==> src/rtl/bus_arbiter.sv <==
// Two-master round-robin bus arbiter with single-page address decode to a
// memory slave and a display/IO slave; unmapped pages complete with bus_error.
module bus_arbiter #(
    parameter logic [7:0]  MEM_PAGE    = 8'h00,
    parameter logic [7:0]  IO_PAGE     = 8'hff,
    parameter int unsigned WAIT_STATES = 0
) (
    input  logic        clock,
    input  logic        reset,
    input  logic        m0_req,
    input  logic [31:2] m0_address,
    input  logic [31:0] m0_data_out,
    input  logic [3:0]  m0_data_strobes,
    input  logic        m0_write,
    output logic        m0_ack,
    output logic [31:0] m0_data_in,
    output logic        m0_bus_error,
    input  logic        m1_req,
    input  logic [31:2] m1_address,
    input  logic [31:0] m1_data_out,
    input  logic [3:0]  m1_data_strobes,
    input  logic        m1_write,
    output logic        m1_ack,
    output logic [31:0] m1_data_in,
    output logic        m1_bus_error,
    output logic [31:2] s_address,
    output logic [31:0] s_data_out,
    output logic [3:0]  s_data_strobes,
    output logic        s_read,
    output logic        s_write,
    output logic        memory_cs,
    output logic        display_cs,
    input  logic [31:0] s_data_in
);

    localparam logic [3:0] WAIT_LAST = 4'(WAIT_STATES);

    typedef enum logic [1:0] {IDLE, ACCESS, DONE} state_t;
    state_t state, state_next;

    logic        last_grant, grant_id;
    logic        any_req, pick, pick_mem, pick_io, pick_write;
    logic [31:2] pick_address, lat_address;
    logic [31:0] pick_data, lat_data, read0, read1;
    logic [3:0]  pick_strobes, lat_strobes, wait_count;
    logic        lat_write, sel_mem, sel_io, access_last;

    // Arbitration and decode of the candidate master, evaluated only in IDLE.
    always_comb begin
        any_req      = m0_req | m1_req;
        pick         = (m0_req & m1_req) ? ~last_grant : m1_req;
        pick_address = pick ? m1_address      : m0_address;
        pick_data    = pick ? m1_data_out     : m0_data_out;
        pick_strobes = pick ? m1_data_strobes : m0_data_strobes;
        pick_write   = pick ? m1_write        : m0_write;
        pick_mem     = (pick_address[31:24] == MEM_PAGE);
        pick_io      = ~pick_mem & (pick_address[31:24] == IO_PAGE);
        access_last  = (wait_count == WAIT_LAST);
    end

    always_ff @(posedge clock or negedge reset) begin
        if (!reset) begin
            state <= IDLE;
        end else begin
            state <= state_next;
        end
    end

    always_comb begin
        state_next     = state;
        s_address      = '0;
        s_data_out     = '0;
        s_data_strobes = '0;
        s_read         = 1'b0;
        s_write        = 1'b0;
        memory_cs      = 1'b0;
        display_cs     = 1'b0;
        m0_ack         = 1'b0;
        m1_ack         = 1'b0;
        m0_bus_error   = 1'b0;
        m1_bus_error   = 1'b0;
        unique case (state)
            IDLE: begin
                if (any_req) begin
                    state_next = (pick_mem | pick_io) ? ACCESS : DONE;
                end
            end
            ACCESS: begin
                s_address      = lat_address;
                s_data_out     = lat_data;
                s_data_strobes = lat_strobes;
                s_write        = lat_write;
                s_read         = ~lat_write;
                memory_cs      = sel_mem;
                display_cs     = sel_io;
                if (access_last) begin
                    state_next = DONE;
                end
            end
            DONE: begin
                m0_ack       = ~grant_id;
                m1_ack       = grant_id;
                m0_bus_error = ~grant_id & ~(sel_mem | sel_io);
                m1_bus_error = grant_id & ~(sel_mem | sel_io);
                state_next   = IDLE;
            end
            default: state_next = IDLE;
        endcase
    end

    always_ff @(posedge clock or negedge reset) begin
        if (!reset) begin
            last_grant  <= 1'b1;
            grant_id    <= 1'b0;
            lat_address <= '0;
            lat_data    <= '0;
            lat_strobes <= '0;
            lat_write   <= 1'b0;
            sel_mem     <= 1'b0;
            sel_io      <= 1'b0;
            wait_count  <= '0;
            read0       <= '0;
            read1       <= '0;
        end else begin
            unique case (state)
                IDLE: begin
                    if (any_req) begin
                        grant_id    <= pick;
                        lat_address <= pick_address;
                        lat_data    <= pick_data;
                        lat_strobes <= pick_strobes;
                        lat_write   <= pick_write;
                        sel_mem     <= pick_mem;
                        sel_io      <= pick_io;
                        wait_count  <= '0;
                    end
                end
                ACCESS: begin
                    if (access_last) begin
                        wait_count <= '0;
                        if (!lat_write && !grant_id) read0 <= s_data_in;
                        if (!lat_write && grant_id)  read1 <= s_data_in;
                    end else begin
                        wait_count <= wait_count + 4'd1;
                    end
                end
                DONE: last_grant <= grant_id;
                default: ;
            endcase
        end
    end

    assign m0_data_in = read0;
    assign m1_data_in = read1;

endmodule

==> config.mk <==
export PLATFORM = sky130hd
export DESIGN_NAME = bus_arbiter
export DESIGN_NICKNAME = d
export VERILOG_FILES = /design/src/rtl/bus_arbiter.sv
export SDC_FILE = /design/constraint.sdc
export NUM_CORES = 1
export LEC_CHECK = 0
export BUFFER_PORTS_ARGS = -buffer_cell sky130_fd_sc_hd__buf_2
export CORE_MARGIN = 5
export CORE_UTILIZATION = 25
export CTS_CLUSTER_DIAMETER = 200
export DETAILED_ROUTE_END_ITERATION = 10
export PLACE_DENSITY = 0.55
export SLEW_MARGIN = 20
export SYNTH_ARGS = -nofsm -noshare
export SYNTH_HDL_FRONTEND = slang
export SYNTH_SLANG_ARGS = --single-unit
==> constraint.sdc <==
create_clock -name clock -period 6 [get_ports clock]
set_input_delay 0 -clock clock [delete_from_list [all_inputs] [get_ports clock]]
set_output_delay 0 -clock clock [all_outputs]
set_load 0.1 [all_outputs]
==> results.json <==
{
  "p_sw_frac": 0.330,
  "place_hpwl_um": 14100,
  "clock_latency_ps": 420,
  "synthCells": 570,
  "avgRoutedWirePerCell_um": 15.3,
  "whs_path_depth": 4,
  "grt_pass1_vias": 6271,
  "finalHoldWorstSlack_ps": 61.2,
  "drt_wl_total_um": 21100,
  "synth_commonest_cells": "dfrtp_1 (140), o21ai_0 (75), nand2_1 (71)",
  "synth_area_um2": 6660,
  "reg2reg_depth": 5,
  "finalMaxSlewViolations": 0,
  "yosysSeqAreaShare": 0.530,
  "setup.worst_path.start_class": "flip-flop",
  "finalSetupViolations": 0,
  "arrival_ps": 3110,
  "ys_types": 36,
  "yosysMostFrequentCell": "dfrtp_1",
  "p_leak_nw": 5.49,
  "timing.final.crit_period_ps": 2840,
  "pin_count": 308,
  "ff2ff_setup_slack_ps": 3160,
  "drv_cap": 0,
  "rr_startpoint": "last_grant",
  "portBuffers": 307,
  "initial_core_util": 0.255,
  "switchingPower_uw": 939,
  "antenna_cells": 0,
  "ys.flop_type": "dfrtp_1",
  "synth_nets": 742,
  "r2r-end": "lat_data[22]",
  "worst_slew_pin_slew_ps": 880,
  "critPathKind": "reg2reg",
  "cts_root_buf": "clkbuf_16",
  "synth_area_per_cell_um2": 11.7,
  "firstDrtPassIters": 4,
  "ys_top_cells_by_area": "dfrtp_1 (53%), mux2i_1 (10%), mux2_4 (9.0%), and2_1 (6.3%), o21ai_0 (5.6%)",
  "whs_endpoint": "lat_address[20]",
  "powerDensity_nw_per_um2": 265,
  "peakVddDrop_uv": 143,
  "synth_top_cell_area_share": 0.526,
  "yosys_warnings": 0,
  "instances_no_fill": 1382,
  "grt-ovfl-total": 0,
  "dieWidth_um": 173,
  "intPower_mw": 1.91,
  "hold_viol": 0,
  "grt_max_degree": 91,
  "synth-seq-cells": 141,
  "dieArea_um2": 30000,
  "post_route_cells_drive_above_1_share": 0.399,
  "min_from": "m0_req",
  "seqPwrFrac": 0.406,
  "cts_tree": "built",
  "avgViaCountPerCell": 4.30,
  "initialDrtViolationCount": 191,
  "dp.cells": 1182,
  "hold_path_class": "in2reg",
  "path_clk_slew_ps": 70,
  "combPwrFrac": 0.241,
  "nets": 1206,
  "cts.sinks": 141,
  "core_um2": 26100,
  "slew_headroom": 0.413,
  "synth_top_cell_by_area": "dfrtp_1",
  "cts_buffer_depth": 2,
  "track_usage": 0.140,
  "gp_congestion": 0.733,
  "fin_tns_setup_ps": 0,
  "cts-buffers-inserted": 17,
  "die_h_um": 173,
  "cp-end-kind": "flip-flop",
  "pwr-share-clk": 0.353,
  "worstPathMaxFanout": 41,
  "synth_enable_flop_cells": 0,
  "grt_antenna_before_repair": 0,
  "cp_data_required_time_ps": 6270,
  "htreeDepth": 4,
  "rsz0062_at_grt": "false",
  "area_growth_pct": 61.3,
  "async_flop_share": 1.00,
  "dr_total_vias": 5938,
  "status": "completed",
  "finalCritPeriodShare": 0.473,
  "ant_nets": 0,
  "drcViolationCount": 0,
  "fmax_ghz": 0.352,
  "grt_pass1_wl_um": 34000,
  "std_cell_rows": 59,
  "skew_ps": 12.4
}
-- registers in the layout, indices dropped and copies added, names as in the netlist --
name,cells
m0_data_in,32
lat_data,32
wait_count,4
m1_data_in,32
lat_address,30
state,2
last_grant,1
grant_id,1
lat_strobes,4
sel_io,1
lat_write,1
sel_mem,1
-- how the worst max path moves through the flow --
stage / from / to / slack (ps) / cells after the start
floorplan: state[0] / m0_bus_error / 2590 / 2
finish: last_grant / lat_data[22] / 3160 / 5
CTS: last_grant / lat_data[28] / 3180 / 5
detailed placement: last_grant / lat_data[28] / 3690 / 4
global placement: last_grant / lat_data[14] / 3730 / 4
global route: last_grant / lat_data[23] / 2990 / 5
-- kinds of logic (layout without fill, tap and decap cells) --
group / count (synthesis) / after routing / share of synthesized area
AOI/OAI and AO/OA: 82 / 82 / 0.0646
xor gates and xnor gates: 1 / 1 / 0.00132
adders and majority gates: 2 / 2 / 0.00376
buffers and inverters: 41 / 518 / 0.0334
DFF: 141 / 141 / 0.530
muxes: 131 / 131 / 0.231
and+or+nand+nor: 172 / 172 / 0.135
-- power groups by stage --
| stage | Combinational, mW | Clock [mW] | Sequential [mW] |
|---|---|---|---|
| finish | 0.686 | 1.00 | 1.16 |
| global route | 0.742 | 1.09 | 1.17 |
| CTS | 0.683 | 1.05 | 1.16 |
| detailed placement | 0.564 | 0 | 1.17 |
| global placement | 0.556 | 0 | 1.17 |
| floorplan | 0.247 | 0 | 1.31 |
-- critical path, stage by stage (launching register included) --
cell and delay, ps:
dfstp_2 550, a21bo_4 650, buf_4 560, mux2i_1 280
dlygate4sd3_1 570, o21ai_0 60
-- per-layer routing --
metal,share of wire,routed length [um],vias up,global-route usage
met5,0,0,-,0
met4,0.019,393,0,0.0406
met3,0.081,1700,20,0.0528
met2,0.50,10500,217,0.245
met1,0.40,8480,2811,0.159
li1,-,-,2890,-
-- what timing repair did --
| item | CTS | global route |
|---|---|---|
| hold buffers | 167 | 0 |
| endpoints found under the hold margin | 201 | 0 |
| gates resized for setup | 0 | 0 |
| buffers inserted | 0 | 0 |
-- stage by stage --
| step | setup slack, ps | util | power, mW | cell area (um^2) |
|---|---|---|---|---|
| floorplan | 2590 | - | 1.56 | 6660 |
| global placement | 3730 | 0.325 | 1.73 | 8490 |
| detailed placement | 3690 | 0.325 | 1.74 | 8490 |
| CTS | 3180 | 0.410 | 2.89 | 10700 |
| global route | 2990 | 0.411 | 3.00 | 10700 |
| finish | 3160 | 0.411 | 2.84 | 10700 |
-- layout make-up --
class / count / area (um^2)
clock inverter: 14 / 129
timing repair buffer: 481 / 3290
sequential: 141 / 3530
multi-input combinational: 388 / 2930
fill: 2501 / 15400
clock buffer: 18 / 429
tap: 335 / 419
inverter: 5 / 18.8
-- layout by cell type (no fill, tap or decap), types with 2 or more instances in the layout --
master and instances:
nand2b_1 2, clkbuf_16 17, inv_6 6, a21oi_1 2
and3_1 2, o21ai_0 74, inv_1 5, mux2_2 24
dlygate4sd3_1 167, mux2i_1 67, buf_4 6, nor4_1 6
clkinvlp_4 3, and2_1 67, ha_1 2, nand4_1 4
nand2_1 71, nor3_1 6, dfrtp_1 140, nor2_1 6
mux2_4 40, buf_2 306, clkinv_4 3
Note: power is estimated with default switching activity, not from simulation.
